==> config.mk <==
export PLATFORM = sky130hd
export DESIGN_NAME = sync_fifo_param
export DESIGN_NICKNAME = d
export VERILOG_FILES = /design/src/rtl/sync_fifo_param.sv
export SDC_FILE = /design/constraint.sdc
export NUM_CORES = 1
export LEC_CHECK = 0
export ABC_AREA = 1
export BUFFER_PORTS_ARGS = -buffer_cell sky130_fd_sc_hd__buf_2
export CORE_ASPECT_RATIO = 1.25
export CORE_UTILIZATION = 40
export DETAILED_ROUTE_END_ITERATION = 10
export SLEW_MARGIN = 15
export SYNTH_ARGS = -nofsm -noshare
export SYNTH_HDL_FRONTEND = slang
export SYNTH_SLANG_ARGS = --single-unit
==> constraint.sdc <==
create_clock -name clk -period 2.64 [get_ports clk]
set_input_delay 0.396 -clock clk [delete_from_list [all_inputs] [get_ports clk]]
set_output_delay 0.396 -clock clk [all_outputs]
set_load 0.1 [all_outputs]
==> src/rtl/sync_fifo_param.sv <==
`default_nettype none
// ============================================================================
// Module   : sync_fifo_param
// Brief    : Single-clock parametrised FIFO with occupancy count, almost-full /
//            almost-empty flags and optional sticky overflow/underflow errors
//            (enabled by defining SYNC_FIFO_ERR_EN).
// Revision : 1.0 - initial release
// ============================================================================
module sync_fifo_param #(
    parameter int DATA_WIDTH    = 8,
    parameter int ADDR_WIDTH    = 4,
    parameter int AFULL_THRESH  = 14,
    parameter int AEMPTY_THRESH = 2
) (
    input  logic                  clk,
    input  logic                  rst,
    input  logic                  winc,
    input  logic [DATA_WIDTH-1:0] wdata,
    output logic                  wfull,
    output logic                  wafull,
    input  logic                  rinc,
    output logic [DATA_WIDTH-1:0] rdata,
    output logic                  rempty,
    output logic                  raempty,
    output logic [ADDR_WIDTH:0]   count
`ifdef SYNC_FIFO_ERR_EN
    ,
    output logic                  overflow,
    output logic                  underflow
`endif
);

    localparam logic [ADDR_WIDTH:0] C_DEPTH   = (ADDR_WIDTH+1)'(2**ADDR_WIDTH);
    localparam logic [ADDR_WIDTH:0] C_AFULL   = (ADDR_WIDTH+1)'(AFULL_THRESH);
    localparam logic [ADDR_WIDTH:0] C_AEMPTY  = (ADDR_WIDTH+1)'(AEMPTY_THRESH);
    localparam logic [ADDR_WIDTH:0] C_ONE     = (ADDR_WIDTH+1)'(1);

    logic [DATA_WIDTH-1:0] mem_q [0:(2**ADDR_WIDTH)-1];

    logic [ADDR_WIDTH:0]   wptr_q,  wptr_d;
    logic [ADDR_WIDTH:0]   rptr_q,  rptr_d;
    logic [ADDR_WIDTH:0]   count_q, count_d;
    logic [DATA_WIDTH-1:0] rdata_q, rdata_d;
    logic                  w_wr_ok;
    logic                  w_rd_ok;

    // Flags decode the registered count only; a write is never visible to a
    // read in the same cycle.
    assign wfull   = (count_q == C_DEPTH);
    assign rempty  = (count_q == '0);
    assign wafull  = (count_q >= C_AFULL);
    assign raempty = (count_q <= C_AEMPTY);
    assign count   = count_q;
    assign rdata   = rdata_q;

    always_comb begin
        w_wr_ok = winc & ~wfull;
        w_rd_ok = rinc & ~rempty;
        wptr_d  = wptr_q;
        rptr_d  = rptr_q;
        count_d = count_q;
        rdata_d = rdata_q;
        if (w_wr_ok) begin
            wptr_d = wptr_q + C_ONE;
        end
        if (w_rd_ok) begin
            rptr_d  = rptr_q + C_ONE;
            rdata_d = mem_q[rptr_q[ADDR_WIDTH-1:0]];
        end
        case ({w_wr_ok, w_rd_ok})
            2'b10:   count_d = count_q + C_ONE;
            2'b01:   count_d = count_q - C_ONE;
            default: count_d = count_q;
        endcase
    end

    always_ff @(posedge clk) begin
        if (rst) begin
            wptr_q  <= '0;
            rptr_q  <= '0;
            count_q <= '0;
            rdata_q <= '0;
        end else begin
            wptr_q  <= wptr_d;
            rptr_q  <= rptr_d;
            count_q <= count_d;
            rdata_q <= rdata_d;
        end
    end

    // Storage is deliberately left unreset.
    always_ff @(posedge clk) begin
        if (!rst && w_wr_ok) begin
            mem_q[wptr_q[ADDR_WIDTH-1:0]] <= wdata;
        end
    end

    // The wrapping pointer distance must always equal the tracked occupancy.
    always_ff @(posedge clk) begin
        if (!rst) begin
            assert ((wptr_q - rptr_q) == count_q);
        end
    end

`ifdef SYNC_FIFO_ERR_EN
    logic overflow_q,  overflow_d;
    logic underflow_q, underflow_d;

    always_comb begin
        overflow_d  = overflow_q  | (winc & wfull);
        underflow_d = underflow_q | (rinc & rempty);
    end

    always_ff @(posedge clk) begin
        if (rst) begin
            overflow_q  <= 1'b0;
            underflow_q <= 1'b0;
        end else begin
            overflow_q  <= overflow_d;
            underflow_q <= underflow_d;
        end
    end

    assign overflow  = overflow_q;
    assign underflow = underflow_q;
`endif

endmodule
`default_nettype wire
Word level (Yosys, flattened, before mapping) --
Memories as Yosys holds them, arrays and structs flattened. A register that Yosys moved wholly into a read port is not among the register bits. Index checks and enable logic that the tools add are counted.
Word-level totals: register bits 15, memory bits (writable) 128, input bits 12, word-level logic and storage cells 24, memories 1
Cells by class: add/subtract/negate cells 4, order comparisons 2, equal/unequal tests 3, multiplexer cells 3, bitwise logic cells 4, reduce and logical (&&, ||, !) cells 4
Memory list:
- mem_q | depth 16, bits a word 8, read ports 1, clocked after memory_dff 1, write ports 1, line 38 | logic [DATA_WIDTH-1:0] mem_q [0:(2**ADDR_WIDTH)-1];
Operators by type and width (number):
- adder 5 x 1 -> 5 bit (second input constant) | 3
- one-hot mux 5 bit (2 select lines) | 1
- == test 5 bit (second input constant) | 1
- greater-or-equal comparator 5 x 4 -> 1 bit (second input constant) | 1
- <= comparator 5 x 2 -> 1 bit (second input constant) | 1
- zero test 5 bit | 1
- subtractor 5 x 1 -> 5 bit (second input constant) | 1
- bitwise AND 1 bit | 2
- == test 2 x 1 -> 1 bit (second input constant) | 1
- == test 2 bit (second input constant) | 1
- two-way mux 1 bit | 2
- inverter 1 bit | 2
- nonzero test 2 bit | 1
- logical AND 1 bit | 1
- zero test 1 bit | 1

Longest topological paths before layout --
depth in word-level cells 6, depth in mapped cells 14

Least setup slack after synthesis --
No wires, ideal clock.
path type reg-to-output, start point reg count_q[1] (netlist: count[1]), end point out raempty, data arrival time 5.570 ns, required time 2.244 ns, setup slack -3.326 ns, stages on the path, launching flop included 2, path buffers 0, cell sequence dfxtp_1 > a2111oi_0
On the way: word-level cells in the longest chain between the ends 1
Ends and longest elaborated chain:
- from (decl) | line 42 | logic [ADDR_WIDTH:0] count_q, count_d;
- from (signal assigned) | line 86 | count_q <= count_d;
- <= comparator 5 x 2 -> 1 bit | line 52 | assign raempty = (count_q <= C_AEMPTY);
- to (decl) | line 24 | output logic raempty,
No other way between the ends.

Final worst setup path --
start point reg count_q[2] (netlist: count[2]), end point reg count_q[4] (netlist: count[4])
On the way: word-level cells in the longest chain between the ends 5, elaborated cells on any way between the ends 12, those cells by class 2 x add/sub; 3 x eq/ne; 1 x mux; 4 x bitwise; 2 x reduce/logical
Ends and longest elaborated chain:
- == test 5 bit / zero test 5 bit (equally long branches) | line 49, 50
- inverter 1 bit, on equally long branches | line 57, 58
- bitwise AND 1 bit, on equally long branches | line 57, 58
- == test 2 x 1 -> 1 bit / == test 2 bit (equally long branches) | line 70 | case ({w_wr_ok, w_rd_ok})
- one-hot mux 5 bit (2 select lines) / nonzero test 2 bit (equally long branches)
Parallel ways exist; a longest one is shown, timed or not. A chain may end at the register's enable or synchronous reset.

==> PnR_summary.wiki <==
{| class="wikitable"
! Metric !! Value
|-
| Post-detailed-routing wire length || 15.8 mm
|-
| Source-to-sink clock delay at the later pin of the worst-skew pair || 0.42 ns
|-
| Area share of the largest cell type after synthesis || 0.579
|-
| Part of the power in combinational logic || 0.322
|-
| Worst Min Path Start || rinc
|-
| P&R area growth vs syn || 14.7%
|-
| Yosys warning count || 0
|-
| CTS H-tree depth || 4
|-
| Worst voltage drop across the vdd grid || 472 uV
|-
| Data arrival time at the worst-slack endpoint || 2.50 ns
|-
| Initial Utilization || 0.410
|-
| Number of antenna violations at the first check in global routing || 0
|-
| Detail-routed via count per cell || 4.99
|-
| Post-route setup TNS || 0 ns
|-
| Startpoint of the most critical register-to-register path || count[2]
|-
| Die Span X || 117 um
|-
| Largest cells by area after synthesis || sky130_fd_sc_hd__edfxtp_1, sky130_fd_sc_hd__nand2_1, sky130_fd_sc_hd__nand3_1
|-
| Kind of capture point of the worst setup path || flip-flop
|-
| Row cnt || 52
|-
| Total global routing track utilization || 0.205
|-
| Final worst clock skew || 0.00975 ns
|-
| Bufs and invs on worst path || 1
|-
| Transition at the pin with the smallest max-transition slack || 0.699 ns
|-
| Worst relative slew slack || 0.532
|-
| Number of max-slew violations in the final report || 0
|-
| Largest delay contributor family on the critical path || simple AND/OR/NAND/NOR gates
|-
| Aggregate global routing overflow || 0
|-
| Cell repeated most along the worst path || sky130_fd_sc_hd__nand2_1
|-
| Die Height || 146 um
|-
| Routed wire length per instance || 17.1 um
|-
| Commonest non-fill, non-tap cell in the layout || sky130_fd_sc_hd__nand2_1
|-
| Required time worst endpoint || 2.99 ns
|-
| Area of the placeable core || 0.0162 sq mm
|-
| Critical path depth || 13
|-
| TritonCTS Sinks || 149
|-
| Cell leakage power || 3.27 nW
|-
| Highest clock rate || 465 MHz
|-
| Number of global-route vias before repair || 4,765
|-
| Number of cells traversed by the worst hold path || 3
|-
| Crit Path Category || flip-flop to flip-flop
|-
| Yosys top cell by area || sky130_fd_sc_hd__edfxtp_1
|-
| Post-route fraction of the period consumed by the critical path || 0.815
|-
| Die outline area || 0.0171 sq mm
|-
| Clock tree from TritonCTS || yes
|-
| Beginning of the critical path || count[2]
|-
| Critical path, cell by cell || nor2_2 > nand4_2 > nand2_2 > inv_2 > ha_1 > fa_1 > a21oi_1 > nor2_1 > nor2_1 > nand2_1 > nand2_1 > nand2_1 > a21oi_1
|-
| Distinct cell type count after synthesis || 26
|-
| Via count || 4,602
|-
| Part of the total power dissipated in sequential elements || 0.341
|-
| Number of hold-repair buffers added at the cts stage || 0
|-
| Maximum number of pins on one net before global-route repair || 66
|-
| Worst Hold Class || input port to flip-flop
|-
| Setup bufs post-CTS || 0
|-
| Drt drc || 0
|-
| Root buf cell || sky130_fd_sc_hd__clkbuf_16
|-
| Cell Area, Synth || 0.00664 sq mm
|-
| Cell count after synthesis || 667
|-
| Register area share after synthesis || 0.643
|-
| CP startpoint kind || flip-flop
|-
| Number of optimization iterations in the first detailed-route pass || 5
|-
| Cts repair resizes || 0
|-
| Clock power frac || 0.337
|-
| Number of top-level pins || 29
|-
| Number of buffers inserted by port buffering || 28
|-
| First-pass GRT wire length || 25.2 mm
|-
| Result of the run || complete, no violations
|-
| Highest-count cells in the layout ignoring fill and taps || sky130_fd_sc_hd__nand2_1, sky130_fd_sc_hd__edfxtp_1, sky130_fd_sc_hd__nand3_1
|-
| Internal Pwr Total || 5.09 mW
|-
| Layout cell share with drive strength beyond 1 || 0.126
|-
| Critical-path cell with the highest stage delay || sky130_fd_sc_hd__fa_1
|-
| Mean instance size in the synthesized netlist || 9.95 sq um
|-
| First-iteration detailed-routing DRC count || 332
|-
| Min cycle time layout || 2.15 ns
|-
| Clock edge transition at the registers on the reported setup and hold paths || 0.06 ns
|-
| Number of maximum-capacitance violations || 0
|-
| Post-detailed-route count of antenna-violating nets || 0
|-
| Clock buffers created by TritonCTS || 17
|-
| Worst r2r path cells || 13
|-
| Final setup violation count || 0
|-
| Power density relative to cell area || 1080 mW/mm^2
|-
| Net switching fraction of the power || 0.382
|-
| NumNets Final || 716
|-
| Clock Tree Buf Depth || 2
|-
| Final-report hold violation count || 0
|-
| Flops & latches, synth || 149
|-
| HPWL after DPL || 10.3 mm
|-
| Worst path max stage delay || 0.43 ns
|-
| Total power of the final layout || 8.24 mW
|-
| Placer Congestion || 0.865
|-
| Unrepaired setup endpoints after global routing || no
|-
| CP max FO || 6
|-
| Count of antenna diodes in the layout || 0
|-
| Switching component of the power || 3.15 mW
|-
| Syn_nets || 689
|}
metrics by stage:
stage	worst slack [ns]	hold slack [ns]	utilization	cell area, sq um	instances
after global placement	0.562	0.510	0.428	6930	891
after floorplan	0.171	0.495	-	6660	667
final	0.488	0.304	0.470	7610	923
after CTS	0.506	0.289	0.470	7610	923
after global routing	0.275	0.311	0.470	7610	923
after detailed placement	0.522	0.516	0.428	6930	891
synthesized netlist by cell type:
| cell | number |
|---|---|
| sky130_fd_sc_hd__dfxtp_1 | 21 |
| sky130_fd_sc_hd__clkbuf_1 | 3 |
| sky130_fd_sc_hd__o21ai_0 | 8 |
| sky130_fd_sc_hd__nor2_2 | 1 |
| sky130_fd_sc_hd__nor3_1 | 1 |
| sky130_fd_sc_hd__nor3b_1 | 1 |
| sky130_fd_sc_hd__nand3_1 | 95 |
| sky130_fd_sc_hd__a2111oi_0 | 1 |
| sky130_fd_sc_hd__clkinv_1 | 2 |
| sky130_fd_sc_hd__inv_1 | 86 |
| sky130_fd_sc_hd__nor3b_2 | 1 |
| sky130_fd_sc_hd__buf_4 | 4 |
| sky130_fd_sc_hd__xor2_1 | 3 |
| sky130_fd_sc_hd__nand2_2 | 4 |
| sky130_fd_sc_hd__buf_2 | 10 |
| sky130_fd_sc_hd__fa_1 | 1 |
| sky130_fd_sc_hd__ha_1 | 9 |
| sky130_fd_sc_hd__inv_2 | 4 |
| sky130_fd_sc_hd__nor2_1 | 42 |
| sky130_fd_sc_hd__edfxtp_1 | 128 |
| sky130_fd_sc_hd__a21oi_1 | 10 |
| sky130_fd_sc_hd__buf_6 | 12 |
| sky130_fd_sc_hd__o21bai_1 | 1 |
| sky130_fd_sc_hd__nor3_2 | 1 |
| sky130_fd_sc_hd__nand4_2 | 2 |
| sky130_fd_sc_hd__nand2_1 | 216 |
routing by layer:
metal,track usage,vias up,share of wire
met5,0,-,0
met4,0.123,0,0.049
met3,0.0345,49,0.045
met2,0.339,150,0.50
met1,0.246,2193,0.41
li1,-,2210,-
worst reg2reg max path, stage by stage (launching register included):
cell and delay, ns:
sky130_fd_sc_hd__dfxtp_2 0.37, sky130_fd_sc_hd__nor2_2 0.17, sky130_fd_sc_hd__nand4_2 0.11, sky130_fd_sc_hd__nand2_2 0.12, sky130_fd_sc_hd__inv_2 0.04, sky130_fd_sc_hd__ha_1 0.26
sky130_fd_sc_hd__fa_1 0.43, sky130_fd_sc_hd__a21oi_1 0.15, sky130_fd_sc_hd__nor2_1 0.07, sky130_fd_sc_hd__nor2_1 0.09, sky130_fd_sc_hd__nand2_1 0.05, sky130_fd_sc_hd__nand2_1 0.07
sky130_fd_sc_hd__nand2_1 0.05, sky130_fd_sc_hd__a21oi_1 0.11
cells by family (layout without fill, tap and decap cells):
logic type	count (synthesis)	count (layout)	synth area share
AOI/OAI and AO/OA	20	20	0.0160
xor gates and xnor gates	3	3	0.00396
adders and majority gates	10	10	0.0200
buffers and inverters	121	161	0.0862
DFF	149	149	0.643
and+or+nand+nor	364	364	0.231
registers in the layout, summed over array words and instances, names as in the netlist:
| name | count |
|---|---|
| mem_q | 128 |
| rptr_q | 4 |
| wptr_q | 4 |
| rdata | 8 |
| count | 5 |
final cells by class:
type / count / area (sq um)
multi-input combinational: 397 / 1820
fill: 1483 / 8590
inverter: 92 / 345
timing repair buffer: 37 / 220
clock buffer: 18 / 439
clock inverter: 14 / 246
tap: 216 / 270
sequential: 149 / 4270
path summary, 6_finish.rpt:
check / endpoint / slack [ns]
worst max register to register: count[4] / 0.49
worst max-delay path: count[4] / 0.49
worst min register to register: count[4] / 0.52
worst min-delay path: rptr_q[0] / 0.30
power by group through the flow:
stage / clock (mW) / combinational (mW) / sequential [mW]
2_1_floorplan: 0 / 1.59 / 3.42
3_3_place_gp: 0 / 2.63 / 2.85
3_5_place_dp: 0 / 2.64 / 2.86
4_1_cts: 2.81 / 2.65 / 2.81
5_1_grt: 2.90 / 2.86 / 2.82
6_report: 2.78 / 2.65 / 2.81
No activity file was read; power rests on OpenSTA's default activity.
